## src/rtl/result_pack_wb_pkg.sv

```systemverilog
// Shared types and sizing for the result pack/write-back slice.
// Optional build macro: RESULT_PACK_ZERO_FILL_EN (zero-filled full-word writes).
`ifndef ADDR_SIZE
`define ADDR_SIZE 12
`endif
`ifndef DATA_WIDTH
`define DATA_WIDTH 8
`endif

package result_pack_wb_pkg;

  localparam int unsigned ADDR_W     = `ADDR_SIZE;
  localparam int unsigned DATA_W     = `DATA_WIDTH;
  localparam int unsigned LANES      = 4;
  localparam int unsigned LANE_W     = $clog2(LANES);
  localparam int unsigned FIFO_DEPTH = 4;
  localparam int unsigned CNT_W      = $clog2(FIFO_DEPTH) + 1;
  localparam int unsigned WADDR_W    = ADDR_W - LANE_W;
  localparam int unsigned WORD_W     = DATA_W * LANES;

  typedef enum logic [1:0] {IDLE, RUN, FLUSH, DONE} state_t;

  typedef struct packed {
    logic [WADDR_W-1:0] waddr;
    logic [WORD_W-1:0]  data;
    logic [LANES-1:0]   be;
  } pack_t;

  function automatic logic [LANES-1:0] lane_onehot(input logic [LANE_W-1:0] lane);
    lane_onehot = LANES'(1) << lane;
  endfunction

endpackage

```

## src/rtl/result_wb_fifo.sv

```systemverilog
// Packed-word FIFO; shift-register storage so the head is always entry 0.
// A push at full without a simultaneous pop is dropped and flagged sticky.
module result_wb_fifo
  import result_pack_wb_pkg::*;
(
  input  logic  clk,
  input  logic  rstn,
  input  logic  i_push,
  input  pack_t i_din,
  input  logic  i_pop,
  output pack_t o_head,
  output logic  o_nonempty,
  output logic  o_full,
  output logic  o_overflow
);

  pack_t            r_mem [FIFO_DEPTH];
  logic [CNT_W-1:0] r_count;
  logic             r_nonempty;
  logic             r_overflow;

  logic             w_pop;
  logic             w_full;
  logic             w_push_ok;
  logic [CNT_W-1:0] w_wr_idx;
  logic [CNT_W-1:0] w_count_nxt;

  assign w_full      = (r_count == CNT_W'(FIFO_DEPTH));
  assign w_pop       = i_pop && r_nonempty;
  assign w_push_ok   = i_push && (!w_full || w_pop);
  assign w_wr_idx    = r_count - CNT_W'(w_pop);
  assign w_count_nxt = r_count + CNT_W'(w_push_ok) - CNT_W'(w_pop);

  always_ff @(posedge clk or negedge rstn) begin
    if (!rstn) begin
      r_count    <= '0;
      r_nonempty <= 1'b0;
      r_overflow <= 1'b0;
      for (int unsigned i = 0; i < FIFO_DEPTH; i++) r_mem[i] <= '0;
    end else begin
      r_count    <= w_count_nxt;
      r_nonempty <= (w_count_nxt != '0);
      if (i_push && !w_push_ok) r_overflow <= 1'b1;
      // Pop shifts toward the head; a push lands just past the surviving entries.
      for (int unsigned i = 0; i < FIFO_DEPTH - 1; i++) begin
        if (w_push_ok && (w_wr_idx == CNT_W'(i))) r_mem[i] <= i_din;
        else if (w_pop)                            r_mem[i] <= r_mem[i+1];
      end
      if (w_push_ok && (w_wr_idx == CNT_W'(FIFO_DEPTH - 1))) r_mem[FIFO_DEPTH-1] <= i_din;
    end
  end

  assign o_head     = r_mem[0];
  assign o_nonempty = r_nonempty;
  assign o_full     = w_full;
  assign o_overflow = r_overflow;

endmodule

```

## src/rtl/result_pack_wb.sv

```systemverilog
// Packs int8 results into LANES-wide words with byte enables and writes them out via req/gnt.
// Optional build macro: RESULT_PACK_ZERO_FILL_EN (all lanes enabled, missing lanes zero).
module result_pack_wb
  import result_pack_wb_pkg::*;
(
  input  logic               clk,
  input  logic               rstn,
  input  logic [ADDR_W-1:0]  in_addr,
  input  logic [DATA_W-1:0]  in_data,
  input  logic               in_vld,
  input  logic               in_done,
  output logic [WADDR_W-1:0] mem_addr,
  output logic [WORD_W-1:0]  mem_wdata,
  output logic [LANES-1:0]   mem_be,
  output logic               mem_req,
  input  logic               mem_gnt,
  output logic               busy,
  output logic               done,
  output logic               overflow
);

  state_t             r_state;
  logic [WADDR_W-1:0] r_pk_waddr;
  logic [WORD_W-1:0]  r_pk_data;
  logic [LANES-1:0]   r_pk_be;
  logic               r_pk_vld;
  logic               r_done;
  logic               r_in_done_q;

  logic [WADDR_W-1:0] w_in_waddr;
  logic [LANE_W-1:0]  w_lane;
  logic [LANES-1:0]   w_lane_oh;
  logic               w_accept;
  logic               w_pk_full;
  logic               w_new_word;
  logic               w_load;
  logic               w_push;
  logic               w_push_en;
  logic               w_pop;
  logic [WORD_W-1:0]  w_ins_data;
  pack_t              w_push_word;
  pack_t              w_head;
  logic               w_fifo_nonempty;
  logic               w_fifo_full;
  logic               w_fifo_ovf;

  assign w_in_waddr = in_addr[ADDR_W-1:LANE_W];
  assign w_lane     = in_addr[LANE_W-1:0];
  assign w_lane_oh  = lane_onehot(w_lane);
  assign w_accept   = in_vld && ((r_state == IDLE) || (r_state == RUN));
  assign w_pk_full  = r_pk_vld && (&r_pk_be);
  assign w_new_word = w_pk_full || (r_pk_vld && (w_in_waddr != r_pk_waddr));
  assign w_load     = w_accept && (!r_pk_vld || w_new_word);
  assign w_push     = r_pk_vld && (w_pk_full || (w_accept && w_new_word) || (r_state == FLUSH));
  assign w_pop      = mem_req && mem_gnt;
  // While flushing the pack is held and retried rather than dropped at full.
  assign w_push_en  = w_push && ((r_state != FLUSH) || !w_fifo_full || w_pop);

  always_comb begin
`ifdef RESULT_PACK_ZERO_FILL_EN
    w_ins_data = w_load ? '0 : r_pk_data;
`else
    w_ins_data = r_pk_data;
`endif
    for (int unsigned k = 0; k < LANES; k++) begin
      if (w_lane == LANE_W'(k)) w_ins_data[k*DATA_W +: DATA_W] = in_data;
    end
  end

  always_comb begin
    w_push_word       = '0;
    w_push_word.waddr = r_pk_waddr;
    w_push_word.data  = r_pk_data;
`ifdef RESULT_PACK_ZERO_FILL_EN
    w_push_word.be    = '1;
`else
    w_push_word.be    = r_pk_be;
`endif
  end

  always_ff @(posedge clk or negedge rstn) begin
    if (!rstn) begin
      r_pk_vld   <= 1'b0;
      r_pk_waddr <= '0;
      r_pk_data  <= '0;
      r_pk_be    <= '0;
    end else if (w_load) begin
      r_pk_vld   <= 1'b1;
      r_pk_waddr <= w_in_waddr;
      r_pk_be    <= w_lane_oh;
      r_pk_data  <= w_ins_data;
    end else if (w_accept) begin
      r_pk_be    <= r_pk_be | w_lane_oh;
      r_pk_data  <= w_ins_data;
    end else if (w_push_en) begin
      r_pk_vld   <= 1'b0;
      r_pk_be    <= '0;
    end
  end

  // Run control; IDLE only re-enters DONE on a rising edge of in_done.
  always_ff @(posedge clk or negedge rstn) begin
    if (!rstn) begin
      r_state     <= IDLE;
      r_done      <= 1'b0;
      r_in_done_q <= 1'b0;
    end else begin
      r_in_done_q <= in_done;
      r_done      <= 1'b0;
      case (r_state)
        IDLE: begin
          if (in_vld) begin
            r_state <= RUN;
          end else if (in_done && !r_in_done_q && !r_pk_vld && !mem_req) begin
            r_state <= DONE;
            r_done  <= 1'b1;
          end
        end
        RUN: begin
          if (in_done) r_state <= FLUSH;
        end
        FLUSH: begin
          if (!r_pk_vld && !mem_req) begin
            r_state <= DONE;
            r_done  <= 1'b1;
          end
        end
        DONE:    r_state <= IDLE;
        default: r_state <= IDLE;
      endcase
    end
  end

  result_wb_fifo u_fifo (
    .clk        (clk),
    .rstn       (rstn),
    .i_push     (w_push_en),
    .i_din      (w_push_word),
    .i_pop      (w_pop),
    .o_head     (w_head),
    .o_nonempty (w_fifo_nonempty),
    .o_full     (w_fifo_full),
    .o_overflow (w_fifo_ovf)
  );

  assign mem_req   = w_fifo_nonempty;
  assign mem_addr  = w_head.waddr;
  assign mem_wdata = w_head.data;
  assign mem_be    = w_head.be;
  assign busy      = r_pk_vld || w_fifo_nonempty || (r_state == FLUSH);
  assign done      = r_done;
  assign overflow  = w_fifo_ovf;

endmodule

```

## config.mk

```make
export PLATFORM = sky130hd
export DESIGN_NAME = result_pack_wb
export DESIGN_NICKNAME = d
export VERILOG_FILES = /design/src/rtl/result_pack_wb_pkg.sv /design/src/rtl/result_wb_fifo.sv /design/src/rtl/result_pack_wb.sv
export SDC_FILE = /design/constraint.sdc
export NUM_CORES = 1
export LEC_CHECK = 0
export CORE_UTILIZATION = 59
export DETAILED_ROUTE_END_ITERATION = 8
export GPL_TIMING_DRIVEN = 0
export PLACE_DENSITY_LB_ADDON = 0.15
export SYNTH_ARGS = -nofsm -noshare
export SYNTH_HDL_FRONTEND = slang
export SYNTH_SLANG_ARGS = --single-unit
```

## constraint.sdc

```tcl
create_clock -name clk -period 4.1 [get_ports clk]
set_input_delay 0.82 -clock clk [delete_from_list [all_inputs] [get_ports clk]]
set_output_delay 0.82 -clock clk [all_outputs]
set_load 0.05 [all_outputs]
```

=== Word-level counts from Yosys, hierarchy flattened ===
Cells that the tools add are included.

* Bits of input ports: 25
* Flip-flop bits (word level): 240
* Logic and storage cells: 117

* Multiplexer cells: 27
* Shift operators: 1
* Bitwise operators: 1
* Add/sub/neg operators: 3
* Eq/ne operators: 16
* Reductions and logical operators: 47

{| class="wikitable"
|+ Operator list
! operator !! count
|-
| 46-bit 2-to-1 mux || 6
|-
| 32-bit 2-to-1 mux || 2
|-
| 8-bit 2-to-1 mux || 4
|-
| 1-bit logical AND || 19
|-
| 4-bit 2-to-1 mux || 3
|-
| 1-bit logical OR || 10
|-
| 10-bit != test || 1
|-
| 2-bit nonzero test || 5
|-
| 2-bit == test (second input constant) || 4
|-
| 2-bit 2-to-1 mux || 4
|-
| 2-bit case mux with 4 select lines || 1
|-
| 3-bit by 2-bit == test with 1-bit output (second input constant) || 2
|-
| 1-bit 2-to-1 mux || 6
|-
| 3-bit nonzero test || 2
|-
| 3-bit by 1-bit subtractor with 3-bit output || 2
|-
| 1-bit zero test || 5
|-
| 2-bit by 1-bit == test with 1-bit output (second input constant) || 2
|-
| 2-bit zero test || 2
|-
| 2-bit by 1-bit != test with 1-bit output (second input constant) || 2
|-
| 2-bit != test (second input constant) || 2
|-
| 4-bit OR || 1
|-
| 4-bit AND reduction || 1
|-
| 1-bit by 2-bit left shift with 4-bit output (first input constant) || 1
|-
| 3-bit by 1-bit adder with 3-bit output || 1
|-
| 7 further kinds || 7
|}

=== Depth between registers and ports, before layout ===
* Depth in word-level cells: 12
* Depth in mapped cells: 12
* Gate-level depth less buffers: 11

=== Modules after synthesis ===
A second synthesis with hierarchy kept.

* Cell total of the unflattened synthesis: 826
* Area, all modules: 11702.5 um^2

{| class="wikitable"
|+ By module, submodules not included
! module !! area an instance (um^2) !! seq. area each (um^2) !! times used !! cells each
|-
| result_wb_fifo || 9167.5 || 4729.5 || 1 || 615
|-
| result_pack_wb || 2534.9 || 1276.2 || 1 || 211
|}

=== Worst setup path before layout ===
Ideal clock, no wire load.

* Kind: input -> register
* Start point: in mem_gnt
* End point: reg u_fifo.r_mem[100] in the netlist's numbering
* Data required time: 3.975 ns
* Slack: 0.792 ns
* Arrival time: 3.182 ns
* Buffers on the path: 4
* Cell stages on the path: 11
* Setup time: 0.125 ns
* Cell sequence: nand2_1 clkbuf_1 inv_1 buf_2 ha_1 ha_1 xor2_1 or4b_1 buf_6 buf_12 mux2_4

* Cells in the longest elaborated chain, start to end: 6

{| class="wikitable"
|+ RTL lines
! element !! RTL line !! source
|-
| from (decl) || result_pack_wb.sv:16 || <nowiki>input logic mem_gnt,</nowiki>
|-
| 1-bit logical AND (*) || result_pack_wb.sv:55 || <nowiki>assign w_pop = mem_req && mem_gnt;</nowiki>
|-
| 1-bit logical AND / 1-bit logical OR (equally long branches) || result_wb_fifo.sv:29, result_pack_wb.sv:57 ||
|-
| 3-bit by 1-bit subtractor with 3-bit output, or another cell as far along || result_wb_fifo.sv:31 || <nowiki>assign w_wr_idx = r_count - CNT_W'(w_pop);</nowiki>
|-
| 3-bit by 1-bit == test with 1-bit output / 1-bit logical AND (equally long branches) || result_wb_fifo.sv:46, result_wb_fifo.sv:30 ||
|-
| 1-bit logical AND || result_wb_fifo.sv:46 || <nowiki>if (w_push_ok && (w_wr_idx == CNT_W'(i))) r_mem[i] <= i_din;</nowiki>
|-
| 46-bit 2-to-1 mux / 2-bit nonzero test (equally long branches) || -- ||
|-
| to (signal, indexed assignment) || result_wb_fifo.sv:46 ||
|-
| to (signal, indexed assignment) || result_wb_fifo.sv:47 || <nowiki>else if (w_pop) r_mem[i] <= r_mem[i+1];</nowiki>
|-
| to (signal, indexed assignment) || result_wb_fifo.sv:49 || <nowiki>if (w_push_ok && (w_wr_idx == CNT_W'(FIFO_DEPTH - 1))) r_mem[FIFO_DEPTH-1] <= i_din;</nowiki>
|-
| to (decl) || result_wb_fifo.sv:17 || <nowiki>pack_t r_mem [FIFO_DEPTH];</nowiki>
|}

Mark *: on every way between the ends. The rest lies on a longest branch, timed or not.
A chain may end at the register's enable or synchronous reset.

=== Worst setup path in the final report ===
* Start point: in mem_gnt
* End point: reg u_fifo.r_mem, in the netlist u_fifo.o_head[19]

* Cells in the longest elaborated chain, start to end: 6

{| class="wikitable"
|+ RTL lines
! element !! RTL line
|-
| 1-bit logical AND (*) || result_pack_wb.sv:55
|-
| 1-bit logical AND / 1-bit logical OR (equally long branches) || result_wb_fifo.sv:29, result_pack_wb.sv:57
|-
| 3-bit by 1-bit subtractor with 3-bit output, or another cell as far along || result_wb_fifo.sv:31
|-
| 3-bit zero test / 1-bit logical AND (equally long branches) || result_wb_fifo.sv:46, result_wb_fifo.sv:30
|-
| 1-bit logical AND || result_wb_fifo.sv:46
|-
| 46-bit 2-to-1 mux / 2-bit nonzero test (equally long branches) || --
|}

Marked as above.

==> results by group <==
Logic synthesis
  • Synthesis Warnings: 0
  • Mapped Area: roughly 0.012 mm^2
  • Post-Syn Nets: 805
  • Register area share after synthesis: 52.0%
  • Yosys cell types: 39
  • Synth top area share: 52.0%
  • Most area-hungry cell type in the Yosys netlist: dfrtp_1
  • Avg Cell Area, Syn: 15.0 um^2
  • Mapped Cells: 771
  • Yosys reg bits: 240
  • Largest cells by area after synthesis: dfrtp_1, mux2_2, mux2_4

Setup path
  • Critical path depth in cells: 13
  • Setup crit start kind: input pin
  • Crit path buf inv count: 7
  • R2R depth: 12
  • Critical Path RT: 4.49 ns
  • Endpoint class of the critical path: flop
  • Data arrival, critical path: ~4.2 ns
  • Crit path max fanout: 10
  • CP Cell Sequence: clkdlybuf4s50_1 > nand2_1 > clkbuf_1 > inv_1 > buf_2 > ha_1 > inv_1 > ha_1 > nand2b_1 > nor4_4 > buf_12 > buf_4 > mux2_2
  • Largest delay share family, worst path: buffers and inverters
  • Critical path's slowest cell: clkbuf_1
  • Critical path class: in2reg
  • Crit path largest cell delay: 0.43 ns

Route
  • DRC errors left: 0
  • Met2 Wirelength: 12000 um
  • DR vias: 6389
  • WL met1: 10500 um
  • Antenna Nets Post-Route: 0
  • Iter 0 DRT Violations: 269
  • Top Metal Used: met4
  • Drt wl/cell: 20.3 um
  • Routed WL: 23500 um
  • Drt pass-1 iters: 4
  • Met3 wire len: 786 um
  • DR vias/cell: 5.52

STA
  • Worst slew pin tran: 1.23 ns
  • RSZ-0062 raised after global routing: no
  • Final Hold Vio Count: 0
  • Final Max Slew Viols: 0
  • Clock skew: ~0.011 ns
  • Setup WS post-layout: 0.276 ns
  • Min cycle time layout: around 3.8 ns
  • Rel. slew slack: 17.6%
  • Setup_tns: 0 ns
  • Final period util: 93.3%
  • Final setup fails: 0
  • Fmax: 262 MHz

Floorplanning
  • Initial Utilization: 60.9%
  • Die width: 142 um
  • Top Ports: 75
  • Core Area: 0.0190 mm^2
  • DIE HEIGHT: 142 um
  • FP Rows: 50
  • Die Footprint: 0.0201 mm^2

Power and ir drop
  • Leakage: 0.00625 uW
  • Pwr dens: 812 mW/mm^2
  • Total power: 11000 uW
  • Max rail drop VDD: ~0.00055 V

Clock tree
  • Worst skew pair latency: 0.51 ns
  • CTS Root Cell: clkbuf_16
  • Clock-pin slew on the worst setup and hold paths: 0.06 ns
  • Clock Sinks: between 200 and 250
  • CTS tree: yes
  • PostCTS Resize Cnt: 0
  • CTS buffer count: 25
  • Clk buf depth: 3
  • CTS H-tree lvls: 1

Cells and area
  • Layout cells sized above 1: 53.8%
  • Area taken by multi-input logic gates: 0.00489 mm^2
  • Fin util: 71.4%
  • Fin nets: 916
  • N_diodes: 0
  • Finished Layout Cells: 1158
  • Layout overhead on the synthesized area: 17.1%
  • FF+latch area: roughly 0.006 mm^2
  • Filler cells: 1272

Global routing
  • First-pass GRT wire length: 38300 um
  • Initial antenna violation count: 0
  • Vias in the first global route: 7063
  • Largest net degree at the start of global routing: 126
  • Total GRT Usage: between 20% and 30%
  • Grt ovf: 0

Place
  • Worst slack at placement: -0.558 ns
  • DP Cell Count: roughly 1100
  • Detailed placement HPWL: around 15000 um
  • I/O Buffers: 74
  • GPL Wtd Cong: 0.751

Run
  • Max-cap violation count: 0

Outcome
  • Status: completed

Min path
  • Worst Hold Class: in2async
placed cells by master, fill, tap and decap left out, types with 3 or more instances in the layout:
cell type,instances
clkbuf_1,14
o21bai_1,3
xnor2_1,12
buf_2,3
nand4_1,4
nand2_1,10
buf_12,5
mux2_1,11
ha_1,8
nor4_4,4
nor2_1,6
inv_1,12
mux2_2,313
buf_4,66
clkbuf_16,25
clkbuf_8,6
buf_6,3
clkinv_2,7
clkdlybuf4s50_1,73
mux2_4,40
dfrtp_1,240
sequential cells by signal, summed over array words and instances (netlist names):
register           count
r_pk_data             32
r_pk_waddr            10
r_in_done_q            1
r_state                2
u_fifo.r_mem         138
u_fifo.o_head         46
u_fifo.o_overflow      1
u_fifo.o_nonempty      1
done                   1
u_fifo.r_count         3
r_pk_be                4
r_pk_vld               1
stage by stage:
| step | area (um^2) | hold WS (ns) |
|---|---|---|
| after global routing | 13500 | 0.435 |
| after CTS | 13500 | 0.425 |
| after floorplan | 11600 | 0.454 |
| after detailed placement | 12700 | 0.464 |
| final | 13500 | 0.330 |
| after global placement | 12600 | 0.448 |
worst register-to-register path: cells and delay by family, from the launching register on:
kind / cells / cell delay, ns
buffers and inverters: 6 / 1.42
and+or+nand+nor: 3 / 0.70
adders and majority gates: 2 / 0.54
DFF: 1 / 0.43
muxes: 1 / 0.37
cell type report:
| class | instances | share of cell area (%) |
|---|---|---|
| flip-flops and latches | 240 | 44.4 |
| multi-input cells | 439 | 36.2 |
| repair buffers | 84 | 6.33 |
| clock buffers | 34 | 5.32 |
| plain buffers | 80 | 4.51 |
| well taps | 260 | 2.40 |
| clock inverters | 9 | 0.546 |
| inverters | 12 | 0.333 |
kinds of logic (layout without fill, tap and decap cells):
logic type | count (synthesis) | in the layout | share of synthesized area, %
multiplexers | 366 | 366 | 37.0
flip-flops | 240 | 240 | 52.0
buffers and inverters | 92 | 219 | 5.68
AND/OR/NAND/NOR | 34 | 34 | 2.22
AO/OA/AOI/OAI | 17 | 17 | 1.13
XOR/XNOR | 13 | 13 | 0.986
adder cells (fa/ha/maj) | 9 | 9 | 1.04
repair_timing:
item | CTS | global route
setup buffers | 6 | 2
cloned | 0 | 0
pin swaps | 2 | 1
hold buffers | 0 | 0
endpoints found under the setup margin | 72 | 40
power breakdown:
group          internal (uW)  switching (uW)  leakage (uW)
clock                   1280             891      0.000400
combinational           2570            2060       0.00284
sequential              3460             735       0.00301
total                   7310            3680       0.00625
synth_stat cells:
| master | count |
|---|---|
| o32a_1 | 1 |
| xor2_1 | 1 |
| a21bo_2 | 1 |
| buf_12 | 4 |
| o21bai_1 | 3 |
| or4b_1 | 1 |
| fa_1 | 1 |
| o41ai_1 | 1 |
| a31oi_1 | 2 |
| nor4_4 | 4 |
| nor2b_1 | 1 |
| nand3_4 | 1 |
| nand4_1 | 4 |
| buf_6 | 2 |
| nand2_1 | 10 |
| xnor2_1 | 12 |
| o211ai_2 | 1 |
| dlygate4sd1_1 | 1 |
| ha_1 | 8 |
| a21oi_1 | 1 |
| nand2b_1 | 1 |
| o21ai_1 | 1 |
| mux2_2 | 313 |
| nor3b_2 | 2 |
| or3_1 | 1 |
| nor2_1 | 6 |
| mux2_4 | 40 |
| mux2i_1 | 2 |
| o21ai_0 | 2 |
| buf_2 | 3 |
| mux2_1 | 11 |
| o31ai_1 | 1 |
| buf_4 | 59 |
| inv_1 | 12 |
| dfrtp_1 | 240 |
| o2111ai_1 | 2 |
| o21ai_2 | 1 |
| nor3_1 | 3 |
| clkbuf_1 | 11 |
routing by layer:
metal  vias to the layer above  GRT usage, %
met3                        24          3.68
met1                      3341          33.2
li1                       2930             -
met2                        94          43.0
met5                         -             0
met4                         0          5.55
final timing paths:
path / slack, ns / endpoint / start
min in group clk: 0.48 / u_fifo.o_overflow$_DFFE_PN0P_ / u_fifo.o_overflow$_DFFE_PN0P_
worst min-delay path: 0.33 / r_in_done_q$_DFF_PN0_ / rstn
worst min register to register: 0.48 / u_fifo.o_overflow$_DFFE_PN0P_ / u_fifo.o_overflow$_DFFE_PN0P_
max in group asynchronous: 2.67 / u_fifo.o_head[15]$_DFFE_PN0P_ / rstn
worst max-delay path: 0.28 / u_fifo.o_head[19]$_DFFE_PN0P_ / mem_gnt
worst max register to register: 0.53 / u_fifo.o_head[19]$_DFFE_PN0P_ / u_fifo.o_nonempty$_DFF_PN0_
No activity file was read; power rests on OpenSTA's default activity.
